==> config.mk <==
export PLATFORM = sky130hd
export DESIGN_NAME = harris_frame_sequencer
export DESIGN_NICKNAME = d
export VERILOG_FILES = /design/src/rtl/harris_frame_sequencer.sv
export SDC_FILE = /design/constraint.sdc
export NUM_CORES = 1
export LEC_CHECK = 0
export ABC_AREA = 1
export BUFFER_PORTS_ARGS = -buffer_cell sky130_fd_sc_hd__buf_2
export CAP_MARGIN = 25
export CORE_ASPECT_RATIO = 0.75
export CORE_MARGIN = 2
export CORE_UTILIZATION = 50
export DETAILED_ROUTE_END_ITERATION = 12
export GPL_ROUTABILITY_DRIVEN = 1
export PLACE_DENSITY = 0.8
export SLEW_MARGIN = 40
export SYNTH_ARGS = -nofsm -noshare
export SYNTH_HDL_FRONTEND = slang
export SYNTH_SLANG_ARGS = --single-unit
==> constraint.sdc <==
create_clock -name clk -period 1.52 [get_ports clk]
set_input_delay 0.228 -clock clk [delete_from_list [all_inputs] [get_ports clk]]
set_output_delay 0.228 -clock clk [all_outputs]
set_load 0.01 [all_outputs]
==> src/rtl/harris_frame_sequencer.sv <==
// Frame sequencer for the Harris detector: streams one raster frame from a byte-wide
// synchronous memory, then flush pixels, with sof/eol/eof markers and coordinates.
module harris_frame_sequencer #(
  parameter int IMG_WIDTH  = 640,
  parameter int IMG_HEIGHT = 480,
  parameter int ADDR_W     = 19,
  parameter int HBLANK     = 4,
  parameter int FLUSH_PIX  = 1282
) (
  input  logic                          clk,
  input  logic                          reset,
  input  logic                          start,
  input  logic                          abort,
  output logic                          mem_rd_en,
  output logic [ADDR_W-1:0]             mem_addr,
  input  logic [7:0]                    mem_rdata,
  output logic [7:0]                    pixel,
  output logic                          pixel_valid,
  output logic                          sof,
  output logic                          eol,
  output logic                          eof,
  output logic [$clog2(IMG_WIDTH)-1:0]  pix_x,
  output logic [$clog2(IMG_HEIGHT)-1:0] pix_y,
  output logic                          busy,
  output logic                          done
);

  localparam int XW  = $clog2(IMG_WIDTH);
  localparam int YW  = $clog2(IMG_HEIGHT);
  localparam int HBW = (HBLANK > 1) ? $clog2(HBLANK) : 1;
  localparam int FLW = (FLUSH_PIX > 1) ? $clog2(FLUSH_PIX) : 1;

  localparam logic [XW-1:0]  X_LAST  = XW'(IMG_WIDTH - 1);
  localparam logic [YW-1:0]  Y_LAST  = YW'(IMG_HEIGHT - 1);
  localparam logic [HBW-1:0] HB_LAST = HBW'((HBLANK > 0) ? HBLANK - 1 : 0);
  localparam logic [FLW-1:0] FL_LAST = FLW'((FLUSH_PIX > 0) ? FLUSH_PIX - 1 : 0);

  typedef enum logic [2:0] {
    ST_IDLE,
    ST_FETCH,
    ST_HBLANK,
    ST_FLUSH,
    ST_DRAIN,
    ST_DONE
  } state_t;

  state_t state_reg, state_next;

  logic [XW-1:0]     x_reg;
  logic [YW-1:0]     y_reg;
  logic [ADDR_W-1:0] addr_reg;
  logic [ADDR_W-1:0] last_addr_reg;
  logic [HBW-1:0]    hb_cnt_reg;
  logic [FLW-1:0]    fl_cnt_reg;
  logic              drain_cnt_reg;

  logic line_end, last_line, fetch, flushing, clear_pipe;

  assign line_end   = (x_reg == X_LAST);
  assign last_line  = (y_reg == Y_LAST);
  assign fetch      = (state_reg == ST_FETCH);
  assign flushing   = (state_reg == ST_FLUSH);
  assign clear_pipe = abort && (state_reg != ST_IDLE);

  always_comb begin
    state_next = state_reg;
    case (state_reg)
      ST_IDLE:   if (start && !abort) state_next = ST_FETCH;
      ST_FETCH: begin
        if (line_end) begin
          if (!last_line)
            state_next = (HBLANK > 0) ? ST_HBLANK : ST_FETCH;
          else
            state_next = (FLUSH_PIX > 0) ? ST_FLUSH : ST_DRAIN;
        end
      end
      ST_HBLANK: if (hb_cnt_reg == HB_LAST) state_next = ST_FETCH;
      ST_FLUSH:  if (fl_cnt_reg == FL_LAST) state_next = ST_DRAIN;
      ST_DRAIN:  if (drain_cnt_reg) state_next = ST_DONE;
      ST_DONE:   state_next = ST_IDLE;
      default:   state_next = ST_IDLE;
    endcase
    if (clear_pipe) state_next = ST_IDLE;
  end

  always_ff @(posedge clk) begin
    if (!reset) begin
      state_reg     <= ST_IDLE;
      x_reg         <= '0;
      y_reg         <= '0;
      addr_reg      <= '0;
      last_addr_reg <= '0;
      hb_cnt_reg    <= '0;
      fl_cnt_reg    <= '0;
      drain_cnt_reg <= 1'b0;
    end else begin
      state_reg <= state_next;
      case (state_reg)
        ST_IDLE: begin
          x_reg    <= '0;
          y_reg    <= '0;
          addr_reg <= '0;
        end
        ST_FETCH: begin
          last_addr_reg <= addr_reg;
          addr_reg      <= addr_reg + 1'b1;
          hb_cnt_reg    <= '0;
          fl_cnt_reg    <= '0;
          drain_cnt_reg <= 1'b0;
          if (line_end) begin
            x_reg <= '0;
            y_reg <= y_reg + 1'b1;
          end else begin
            x_reg <= x_reg + 1'b1;
          end
        end
        ST_HBLANK: hb_cnt_reg <= hb_cnt_reg + 1'b1;
        ST_FLUSH: begin
          fl_cnt_reg    <= fl_cnt_reg + 1'b1;
          drain_cnt_reg <= 1'b0;
        end
        ST_DRAIN: drain_cnt_reg <= ~drain_cnt_reg;
        default: ;
      endcase
    end
  end

  // Address output holds the last issued address while no read is in progress.
  assign mem_rd_en = fetch;
  assign mem_addr  = fetch ? addr_reg : last_addr_reg;
  assign busy      = (state_reg != ST_IDLE) && (state_reg != ST_DONE);
  assign done      = (state_reg == ST_DONE);

  // Stage 1: tag the request issued this cycle; marker bits are {sof, eol, eof}.
  logic          s1_valid_reg, s1_flush_reg;
  logic [XW-1:0] s1_x_reg;
  logic [YW-1:0] s1_y_reg;
  logic [2:0]    s1_mark_reg;

  always_ff @(posedge clk) begin
    if (!reset || clear_pipe) begin
      s1_valid_reg <= 1'b0;
      s1_flush_reg <= 1'b0;
      s1_x_reg     <= '0;
      s1_y_reg     <= '0;
      s1_mark_reg  <= '0;
    end else begin
      s1_valid_reg <= fetch || flushing;
      s1_flush_reg <= flushing;
      s1_x_reg     <= fetch ? x_reg : '0;
      s1_y_reg     <= fetch ? y_reg : '0;
      s1_mark_reg  <= {fetch && (x_reg == '0) && (y_reg == '0),
                       fetch && line_end,
                       fetch && line_end && last_line};
    end
  end

  // Stage 2: capture read data alongside the delayed tag.
  logic [7:0]    pixel_reg;
  logic          pixel_valid_reg;
  logic [XW-1:0] pix_x_reg;
  logic [YW-1:0] pix_y_reg;
  logic [2:0]    s2_mark_reg;

  always_ff @(posedge clk) begin
    if (!reset || clear_pipe) begin
      pixel_reg       <= '0;
      pixel_valid_reg <= 1'b0;
      pix_x_reg       <= '0;
      pix_y_reg       <= '0;
    end else begin
      pixel_reg       <= (s1_valid_reg && !s1_flush_reg) ? mem_rdata : 8'd0;
      pixel_valid_reg <= s1_valid_reg;
      pix_x_reg       <= s1_x_reg;
      pix_y_reg       <= s1_y_reg;
    end
  end

  for (genvar gi = 0; gi < 3; gi++) begin : g_mark
    always_ff @(posedge clk) begin
      if (!reset || clear_pipe)
        s2_mark_reg[gi] <= 1'b0;
      else
        s2_mark_reg[gi] <= s1_valid_reg && s1_mark_reg[gi];
    end
  end

  assign pixel       = pixel_reg;
  assign pixel_valid = pixel_valid_reg;
  assign pix_x       = pix_x_reg;
  assign pix_y       = pix_y_reg;
  assign sof         = s2_mark_reg[2];
  assign eol         = s2_mark_reg[1];
  assign eof         = s2_mark_reg[0];

endmodule
[After elaboration in Yosys (flattened, before gate mapping)]
Index checks and enable logic that the tools add are counted.
Word-level totals
  bits in registers: 129
  output and inout port bits: 53
  logic and storage cells: 90
Cells by class
  add/sub/neg operators: 5
  equality and inequality tests: 15
  muxes and demuxes: 16
  bitwise logic cells: 4
  reductions and logical operators: 30
Operators with widths (count)
  case mux 19 bit (2 select lines): 1
  case mux 11 bit (2 select lines): 1
  case mux 10 bit (2 select lines): 1
  adder 19 x 1 -> 19 bit (second input constant): 1
  two-way mux 19 bit: 1
  case mux 9 bit (2 select lines): 1
  two-way mux 3 bit: 5
  case mux 3 bit (5 select lines): 1
  adder 11 x 1 -> 11 bit (second input constant): 1
  equality test 11 bit (second input constant): 1
  logical AND 1 bit: 11
  adder 10 x 1 -> 10 bit (second input constant): 1
  equality test 10 bit (second input constant): 1
  zero test 10 bit: 1
  two-way mux 10 bit: 1
  adder 9 x 1 -> 9 bit (second input constant): 1
  equality test 9 bit (second input constant): 1
  zero test 9 bit: 1
  two-way mux 9 bit: 1
  inequality test 2 bit (second input constant): 4
  nonzero test 2 bit: 4
  OR reduction 2 bit: 4
  equality test 3 x 2 -> 1 bit (second input constant): 2
  equality test 3 bit (second input constant): 2
  other kinds (15): 21

[Logic depth before layout (Yosys ltp)]
Gate-level depths: netlist (run 1).
  word-level depth: 4
  depth in mapped cells: 11

[Worst setup path before layout (run 1)]
No wires, ideal clock.
  kind: reg2out
  from: register state_reg[2]
  to: output port mem_addr[10]
  arrival time: 1291 ps
  required time: 1292 ps
  slack: 1 ps
  stages on the path, launching flop included: 8
  buffers on the path: 3
  cells stage by stage: dfxtp_1 -> inv_2 -> nand2_2 -> nor2_4 -> buf_6 -> buf_6 -> buf_2 -> a21oi_1
Between the ends
  cells in the longest elaborated chain, start to end: 2
Ends and longest elaborated chain
  start, declared: line 47  | state_t state_reg, state_next;
  start signal, assigned: line 97  | state_reg <= state_next;
  equality test 3 x 1 -> 1 bit: line 61  | assign fetch = (state_reg == ST_FETCH);
  net mem_rd_en: line 14  | output logic mem_rd_en,
  two-way mux 19 bit
  end, declared: line 15  | output logic [ADDR_W-1:0] mem_addr,
The timed path passes the listed nets, and every way through them passes these cells.

[Final worst setup path (run 1)]
  from: register state_reg[2]
  to: output port mem_addr[6]
Between the ends
  cells in the longest elaborated chain, start to end: 2
Ends and longest elaborated chain (line)
  equality test 3 x 1 -> 1 bit: 61
  two-way mux 19 bit
No other way between the ends.

==> results of run 1 <==
## cell usage after synthesis, types with 2 or more instances
library cell / count
nand2_4: 2
o22ai_1: 3
a22oi_2: 2
nor3_1: 9
nor2_2: 3
nor2_4: 4
nor4_1: 2
dfxtp_1: 129
nand2_1: 119
a221oi_1: 5
ha_1: 8
buf_2: 10
nand3_1: 48
a31oi_1: 2
clkbuf_1: 6
or2_0: 4
o21ai_1: 3
a211oi_1: 8
a211oi_2: 10
a21oi_1: 51
inv_1: 116
nor2_1: 123
a22oi_1: 2
or2_2: 6
o21ai_0: 25
nand4_1: 15
inv_2: 4
nand2_2: 3
buf_6: 6
## power by group through the flow
stage / clock [mW] / sequential, mW / combinational [mW]
floorplan: 0 / 3.83 / 1.68
global placement: 0 / 3.81 / 2.42
detailed placement: 0 / 3.83 / 2.46
CTS: 4.60 / 3.76 / 2.85
global route: 4.75 / 3.80 / 3.44
finish: 4.56 / 3.77 / 3.15
## worst paths after layout
kind,start,slack [ns],to
worst min register to register,s1_y_reg[2],0.41,pix_y[2]
worst max register to register,state_reg[2],-0.10,addr_reg[10]
worst min-delay path,mem_rdata[2],0.03,pixel[2]
worst max-delay path,state_reg[2],-0.34,mem_addr[6]
## layout by cell type, fill, tap and decap left out, types with 6 or more instances in the layout
| cell type | synthesis | final |
|---|---|---|
| nor2_4 | 4 | 8 |
| dfxtp_1 | 129 | 123 |
| ha_1 | 8 | 6 |
| nor2_1 | 123 | 109 |
| inv_2 | 4 | 9 |
| or2_2 | 6 | 6 |
| nand2_1 | 119 | 116 |
| inv_1 | 116 | 109 |
| nor2_2 | 3 | 13 |
| o21ai_0 | 25 | 24 |
| buf_4 | 1 | 37 |
| a211oi_1 | 8 | 7 |
| a21oi_1 | 51 | 46 |
| clkbuf_16 | 0 | 17 |
| a211oi_2 | 10 | 11 |
| nand4_1 | 15 | 15 |
| nand3_1 | 48 | 46 |
| dfxtp_2 | 0 | 6 |
| buf_2 | 10 | 64 |
## logic make-up (layout without fill, tap and decap cells)
kind of cell    count (synthesis)  after routing
compound gates                116            116
xor+xnor                        1              1
fa+ha+maj                       8              8
buf+inv                       144            265
flops                         129            129
simple gates                  343            345
## routing by layer
metal	GRT usage, %	routed length [um]	up-vias
met2	36.4	6440	296
li1	-	-	2598
met5	0	0	-
met1	31.5	6460	2418
met4	9.44	311	0
met3	6.68	1250	38
## repair_timing
| action | CTS | global route |
|---|---|---|
| cloned | 3 | 2 |
| pin swaps | 2 | 4 |
| buffers inserted | 6 | 5 |
| setup endpoints to repair | 24 | 73 |
| gates resized for setup | 23 | 41 |
## worst reg2reg max path: stages (launching register included)
cell and delay (ns):
dfxtp_2 0.32, inv_2 0.07, nand2_4 0.06, nor2_4 0.16, inv_2 0.12, buf_4 0.16
bufbuf_16 0.28, a21oi_1 0.11, o21ai_0 0.11, a21oi_1 0.16
## area by class of cell
class,instances,area [um^2],area share (%)
flip-flops and latches,129,2590,35.6
multi-input cells,470,2550,35.1
repair buffers,113,831,11.4
clock buffers,21,480,6.61
inverters,121,460,6.33
clock inverters,10,180,2.48
well taps,140,175,2.41
## per-stage QoR
| stage | utilization (%) | setup TNS (ns) | total power, mW |
|---|---|---|---|
| after floorplan | - | 0 | 5.51 |
| after global placement | 57.3 | 0 | 6.23 |
| after detailed placement | 57.3 | 0 | 6.29 |
| after CTS | 65.1 | -6.23 | 11.2 |
| after global routing | 67.0 | -9.34 | 12.0 |
| final | 67.0 | -6.24 | 11.5 |
==> results.yml, run 1 <==
status:
  outcome: "complete, but fails checks"
  violations: "setup timing"
die:
  row_count: 33
  fp.coreArea_mm2: 0.0109
  ios: 65
  fp.dieW_um: 126
  start_util_pct: 51.1
  die_area_mm2: 0.0120
  die_h_um: 95.3
critical_path:
  critPathRequiredTime_ns: 1.29
  path_max_fanout: 19
  path_depth: 8
  ff2ff_path_depth: 9
  path_delay_family: "buffers and inverters"
  cp.buffers_inverters: 4
  critPathMaxStageDelay_ns: 0.32
  crit_path_start_kind: "register"
  worst_ep_arrival_time_ns: 1.63
  cp_slowest_cell: "dfxtp_2"
  critPathCaptureType: "output port"
  path_class: "register to output port"
  cp_cell_sequence: "inv_2, nand2_4, nor2_4, buf_12, or2_2, inv_1, a21oi_2, buf_2"
clock_tree:
  cts_tree: "yes"
  cts-root-buf: "clkbuf_16"
  cts_buffers: 17
  cts_hold_buf: 0
  cts_htree_levels: 4
  clock_latency_ns: 0.42
  clockBufferDepth: 2
  clock-sinks: 129
  clk_pin_slew_ns: 0.05
synth:
  yosysTopAreaCell: "dfxtp_1"
  synth_top_area_share_pct: 46.5
  synth_area_leaders: "dfxtp_1 46%, nor2_1 8.3%, nand2_1 8.0%"
  yosysSeqAreaShare_pct: 46.5
  synth.avg_cell_area_um2: 7.50
  async_flop_share_pct: 0
  ys_warn_count: 0
  post_synth_inst_count: 741
  synth_edf_count: 0
  synthFlopType: "dfxtp_1"
  yosys.area_share.simple_pct: 27.3
  synth.area.mux_share_pct: 0
  synth_compound_area_share_pct: 13.4
  synth_fa_ha_area_share_pct: 1.80
  syn_area_mm2: 0.00555
  synth_xor_area_share_pct: 0.158
  synth_nets: 761
  ys_seq_elements: 129
  synth_top_family_by_area: "simple AND/OR/NAND/NOR gates"
  synthDistinctLibCells: 42
place:
  dp_slack_ns: 0.0196
  dp.cells: 957
  postPlaceCellArea_mm2: 0.00623
  gp_routability_congestion: 0.933
  hpwl_um: 8400
  io_buffers: 64
drt:
  drt_iter0_markers: 547
  drc: 0
  firstDrtPassIters: 6
  post_drt_wl_per_cell_um: 14.4
  antenna_left: 0
  wl_um: 14500
  vias_per_cell: 5.33
  via_count: 5350
power_and_ir_drop:
  netSwitchingFraction_pct: 30.0
  p_seq_share_pct: 32.9
  p_leak_nw: 3.05
  power.density_mw_per_mm2: 1580
  p_int_mw: 8.03
  irDropWorstVdd_mv: 0.944
  pwr-share-comb_pct: 27.4
  clockPowerShare_pct: 39.7
  power.switching_mw: 3.45
global_route:
  antenna_found_initial: 0
  grt_pass1_vias: 4729
  grt_usage_pct: 23.6
  grt_max_degree: 37
  grt_overflow_total: 0
  grt_pass1_wl_um: 22500
cells_and_area:
  drive_gt1_share_pct: 26.6
  final-instance-count-excl-fill: 1004
  finalInstanceArea_mm2: 0.00727
  nets: 872
  fillerInstances: 841
  n_antenna_cell: 0
  area_delta_synth_final_pct: 30.9
sta:
  fin_crit_sh_pct: 122
  hold_ws_ns: 0.0272
  worstMarginPinSlew_ns: 0.436
  relSlewSlack_pct: 70.7
  period_minus_slack_ns: 1.86
  clock.fmax_ghz: 0.539
  setup_slack_ns: -0.336
  hold_viol: 0
  maxSlewViolCount: 0
  rsz0062_at_grt: "true"
  setup_viol_count_final: 31
  finClkSkew_ns: 0.00880
job:
  cap_violations: 0
hold_path:
  holdPathStages: 3
  min-delay-path-class: "input port to register"
Note: power is estimated with default switching activity, not from simulation.
==> run 2: changes to the inputs <==
--- a/config.mk
+++ b/config.mk
@@ -13,7 +13,7 @@
 export CORE_UTILIZATION = 50
 export DETAILED_ROUTE_END_ITERATION = 12
 export GPL_ROUTABILITY_DRIVEN = 1
-export PLACE_DENSITY = 0.8
+export PLACE_DENSITY = 0.79
 export SLEW_MARGIN = 40
 export SYNTH_ARGS = -nofsm -noshare
 export SYNTH_HDL_FRONTEND = slang
==> run 2 against run 1 <==
Effect of this change:
- the run still ends with setup timing left
- critical endpoint is now mem_addr[8]
- clock-buffer cell count fell by 1
- wire length rose by 26%
- clock power rose by 11%
- die area did not move
- register-to-register slack got worse by 0.10 ns
- final area rose by 9.2%
- first-iteration DRC count rose by 35%
- largest power group unchanged
==> results.yml, run 2 (same netlist as run 1, synthesis figures left out) <==
sta:
  relSlewSlack_pct: 66.6
  tns_ns: -8.52
  setup_viol_count_final: 38
  hold_viol: 0
  rsz0062_at_grt: "true"
  setup_slack_ns: -0.440
  hold_ws_ns: 0.0316
  period_minus_slack_ns: 1.96
  finClkSkew_ns: 0.00841
  fin_crit_sh_pct: 129
  worstMarginPinSlew_ns: 0.497
  clock.fmax_ghz: 0.510
  maxSlewViolCount: 0
cells_and_area:
  finalInstanceArea_mm2: 0.00794
  fillerInstances: 714
  mostFrequentLayoutCells: "120 x dfxtp_1, 114 x nand2_1, 106 x nor2_1"
  drive_gt1_share_pct: 34.0
  n_antenna_cell: 0
  final_util_pct: 73.1
  area_delta_synth_final_pct: 42.9
  nets: 913
  final_common_cell: "dfxtp_1"
clock_tree:
  clk_pin_slew_ns: 0.06
  clockBufferDepth: 2
  clock_latency_ns: 0.41
  cts-root-buf: "clkbuf_16"
  cts_htree_levels: 4
  cts_tree: "yes"
  clock-sinks: 129
  cts_buffers: 17
critical_path:
  path_max_fanout: 8
  cp_slowest_cell: "dfxtp_2"
  critPathMaxStageDelay_ns: 0.33
  ff2ff_path_depth: 12
  crit_path_start_kind: "register"
  rr_startpoint: "state_reg[2]"
  path_class: "register to output port"
  cp_cell_sequence: "inv_2, nand2_4, nor2_4, buf_6, buf_12, or2_0, inv_1, a21oi_2, buf_2"
  worst_ep_arrival_time_ns: 1.73
  critPathCaptureType: "output port"
  critPathRequiredTime_ns: 1.29
  r2r-end: "addr_reg[16]"
  r2r_slack_ns: -0.20
die:
  die_h_um: 95.3
  start_util_pct: 51.1
  row_count: 33
  fp.coreArea_mm2: 0.0109
  ios: 65
  fp.dieW_um: 126
  die_area_mm2: 0.0120
global_route:
  grt_usage_pct: 27.1
  antenna_found_initial: 0
  grt_pass1_wl_um: 25700
  grt_max_degree: 38
  grt_overflow_total: 0
  grt_pass1_vias: 5308
status:
  violations: "setup timing"
  outcome: "complete, but fails checks"
place:
  io_buffers: 64
  postPlaceCellArea_mm2: 0.00625
  gp_routability_congestion: 0.875
  hpwl_um: 8580
drt:
  post_drt_wl_per_cell_um: 17.4
  firstDrtPassIters: 8
  antenna_left: 0
  drt_iter0_markers: 736
  drc: 0
  wl_um: 18200
  vias_per_cell: 5.68
  via_count: 5942
power_and_ir_drop:
  irDropWorstVdd_mv: 0.905
  power.density_mw_per_mm2: 1670
  power_mw: 13.2
  p_leak_nw: 3.34
hold_path:
  holdCritStartpoint: "mem_rdata[6]"
  holdPathStages: 3
  holdPathEnd: "pixel[6]"
  min-delay-path-class: "input port to register"
job:
  cap_violations: 0
run 2: cell count changes in the layout (fill, tap and decap cells not counted), sizes merged:
| cell | delta |
|---|---|
| buf | +41 |
| bufinv | +3 |
| clkinvlp | -2 |
| inv | +2 |
| clkbuf | -1 |
| clkinv | -1 |
run 2: worst max path at each step:
stage                             from           end  slack (ns)  depth (start not counted)
after CTS                 state_reg[2]  mem_addr[14]       -0.35                          9
final                     state_reg[2]   mem_addr[8]       -0.44                          9
after detailed placement   addr_reg[1]  addr_reg[16]       -0.04                          8
after global placement    state_reg[2]  mem_addr[14]        0.04                          8
after global routing      state_reg[2]  mem_addr[10]       -0.48                          9
after floorplan           state_reg[2]  mem_addr[10]       0.001                          7
run 2: report_power, final:
part           leakage (nW)  switching, mW  internal [mW]
registers              1.05          0.147           3.67
logic                  1.93           2.33           2.03
clock network         0.355           1.55           3.51
total                  3.34           4.03           9.21
run 2: per-layer routing:
layer,share of wire (%),GRT usage (%),up-vias
li1,-,-,2680
met1,39,33.8,2765
met2,47,45.0,411
met3,10,7.58,86
met4,4.0,11.0,0
met5,0,0,-
run 2: what timing repair did:
item	4_1_cts	5_1_grt
buffers inserted	38	18
pin swaps	9	21
cloned	4	2
gates resized for setup	69	85
hold buffers	0	0
endpoints found under the setup margin	28	95
run 2: final cells by class:
cell class / instances / area, um^2 / share of cell area, %
Multi-Input combinational cell: 470 / 2770 / 34.9
Tap cell: 140 / 175 / 2.21
Clock inverter: 12 / 275 / 3.47
Inverter: 121 / 468 / 5.90
Clock buffer: 20 / 457 / 5.75
Timing Repair Buffer: 154 / 1190 / 15.0
Sequential cell: 129 / 2600 / 32.8
run 2: per-stage QoR:
stage	instances	setup slack, ns
2_1_floorplan	741	0.00142
3_3_place_gp	964	0.0354
3_5_place_dp	964	-0.0409
4_1_cts	1037	-0.355
5_1_grt	1046	-0.480
6_report	1046	-0.440
run 2: critical path: cells and delay by family, from the launching register on:
kind	cells	cell delay, ns
buffers and inverters	5	0.56
DFF	1	0.33
and+or+nand+nor	3	0.32
AOI/OAI and AO/OA	1	0.12
==> run 3: changes to the inputs <==
--- a/config.mk
+++ b/config.mk
@@ -14,6 +14,7 @@
 export DETAILED_ROUTE_END_ITERATION = 12
 export GPL_ROUTABILITY_DRIVEN = 1
 export PLACE_DENSITY = 0.79
+export RECOVER_POWER = 100
 export SLEW_MARGIN = 40
 export SYNTH_ARGS = -nofsm -noshare
 export SYNTH_HDL_FRONTEND = slang
==> run 3 against run 2 <==
Effect of this change:
- the run still ends with setup timing left
- critical path depth unchanged
- die area unchanged
- fmax decreased by 0.25%
- first-iteration DRC count decreased by 4.5%
- register-to-register slack about the same
- via count decreased by 0.86%
- core utilization decreased by 0.38 points
- sequential cell count unchanged
- non-clock buffer count unchanged
- global-route usage unchanged
- critical endpoint unchanged
==> results.yml, run 3 (same netlist as run 1, synthesis figures left out) <==
drt:
  via_count: 5891
  firstDrtPassIters: 6
  wl_um: 18200
  drt_iter0_markers: 703
  drc: 0
  antenna_left: 0
  post_drt_wl_per_cell_um: 17.4
  vias_per_cell: 5.63
clock_tree:
  cts-root-buf: "clkbuf_16"
  clock-sinks: 129
  clk_pin_slew_ns: 0.06
  cts_tree: "yes"
  cts_buffers: 17
  cts_hold_buf: 0
  cts_htree_levels: 4
  clock_latency_ns: 0.42
  clockBufferDepth: 2
status:
  outcome: "complete, but fails checks"
  violations: "setup timing"
sta:
  finClkSkew_ns: 0.00843
  period_minus_slack_ns: 1.96
  fin_crit_sh_pct: 129
  hold_ws_ns: 0.0271
  clock.fmax_ghz: 0.509
  hold_viol: 0
  maxSlewViolCount: 0
  relSlewSlack_pct: 66.7
  setup_viol_count_final: 39
  rsz0062_at_grt: "true"
  worstMarginPinSlew_ns: 0.495
  setup_slack_ns: -0.445
critical_path:
  worst_ep_arrival_time_ns: 1.74
  crit_path_start_kind: "register"
  path_max_fanout: 8
  cp_slowest_cell: "dfxtp_2"
  critPathRequiredTime_ns: 1.29
  critPathCaptureType: "output port"
  cp_cell_sequence: "inv_2, nand2_4, nor2_4, buf_6, buf_12, or2_0, inv_1, a21oi_2, buf_2"
  critPathMaxStageDelay_ns: 0.33
  path_class: "register to output port"
  r2r_slack_ns: -0.20
cells_and_area:
  regArea_mm2: 0.00260
  nets: 913
  final_common_cell: "dfxtp_1"
  mostFrequentLayoutCells: "120 x dfxtp_1, 114 x nand2_1, 107 x nor2_1"
  area_delta_synth_final_pct: 42.2
  n_antenna_cell: 0
  multi_input_area_mm2: 0.00277
  drive_gt1_share_pct: 30.5
  fillerInstances: 733
die:
  die_area_mm2: 0.0120
  fp.coreArea_mm2: 0.0109
  ios: 65
  start_util_pct: 51.1
  fp.dieW_um: 126
  row_count: 33
  die_h_um: 95.3
power_and_ir_drop:
  netSwitchingFraction_pct: 30.4
  p_leak_nw: 3.20
  irDropWorstVdd_mv: 0.914
  power_mw: 13.2
  p_seq_share_pct: 28.8
  p_int_mw: 9.21
  power.density_mw_per_mm2: 1680
  clockPowerShare_pct: 38.3
  pwr-share-comb_pct: 32.9
  power.switching_mw: 4.03
global_route:
  grt_usage_pct: 27.1
  grt_max_degree: 38
  grt_pass1_vias: 5308
  grt_overflow_total: 0
  antenna_found_initial: 0
  grt_pass1_wl_um: 25700
place:
  io_buffers: 64
  dp_slack_ns: -0.0409
  gp_routability_congestion: 0.875
  hpwl_um: 8580
job:
  cap_violations: 0
hold_path:
  min-delay-path-class: "input port to register"
[run 3: changes by cell type in the layout (fill, tap and decap cells not counted), sizes merged]
cell	before	now
clkbuf	20	51
buf	153	122
[run 3: final timing paths]
check | from | endpoint | cells past startpoint
max | state_reg[2] | mem_addr[8] | 9
min | mem_rdata[6] | pixel[6] | 3
max reg2reg | state_reg[2] | addr_reg[16] | 12
min reg2reg | s1_y_reg[5] | pix_y[5] | 2
[run 3: power groups by stage]
stage	sequential, mW	combinational, mW	clock [mW]
global route	3.83	4.61	5.23
floorplan	3.83	1.68	0
CTS	3.77	3.75	5.06
detailed placement	3.82	2.53	0
global placement	3.81	2.48	0
finish	3.81	4.36	5.07
[run 3: routing by layer]
layer	global-route usage (%)	up-vias	share of wire, %
met1	33.8	2691	39
met4	11.0	0	4.0
met3	7.58	88	11
met2	45.0	429	46
met5	0	-	0
li1	-	2683	-
[run 3: stage by stage]
stage / instances / TNS [ns] / cell area [um^2] / util [%]
2_1_floorplan: 741 / 0 / 5550 / -
3_3_place_gp: 964 / 0 / 6250 / 57.6
3_5_place_dp: 964 / -0.140 / 6250 / 57.6
4_1_cts: 1037 / -6.68 / 7600 / 70.0
5_1_grt: 1046 / -11.61 / 7900 / 72.7
6_report: 1046 / -8.81 / 7900 / 72.7
[run 3: layout make-up]
| type | instances | share of cell area, % |
|---|---|---|
| tap | 140 | 2.22 |
| timing repair buffer | 154 | 14.6 |
| clock buffer | 20 | 5.78 |
| clock inverter | 12 | 3.49 |
| multi-input combinational | 470 | 35.1 |
| inverter | 121 | 5.93 |
| sequential | 129 | 32.9 |
[run 3: what timing repair did]
action | CTS | global route
gates resized for setup | 69 | 85
pin swaps | 9 | 21
buffers inserted | 38 | 18
gates cloned | 4 | 2
endpoints found under the hold margin | 0 | 0
endpoints found under the setup margin | 28 | 95
[run 3: critical path, delay by kind of cell, from the launching register on]
family / cells / cell delay (ns)
simple gates: 3 / 0.32
compound gates: 1 / 0.11
flops: 1 / 0.33
buf+inv: 5 / 0.56
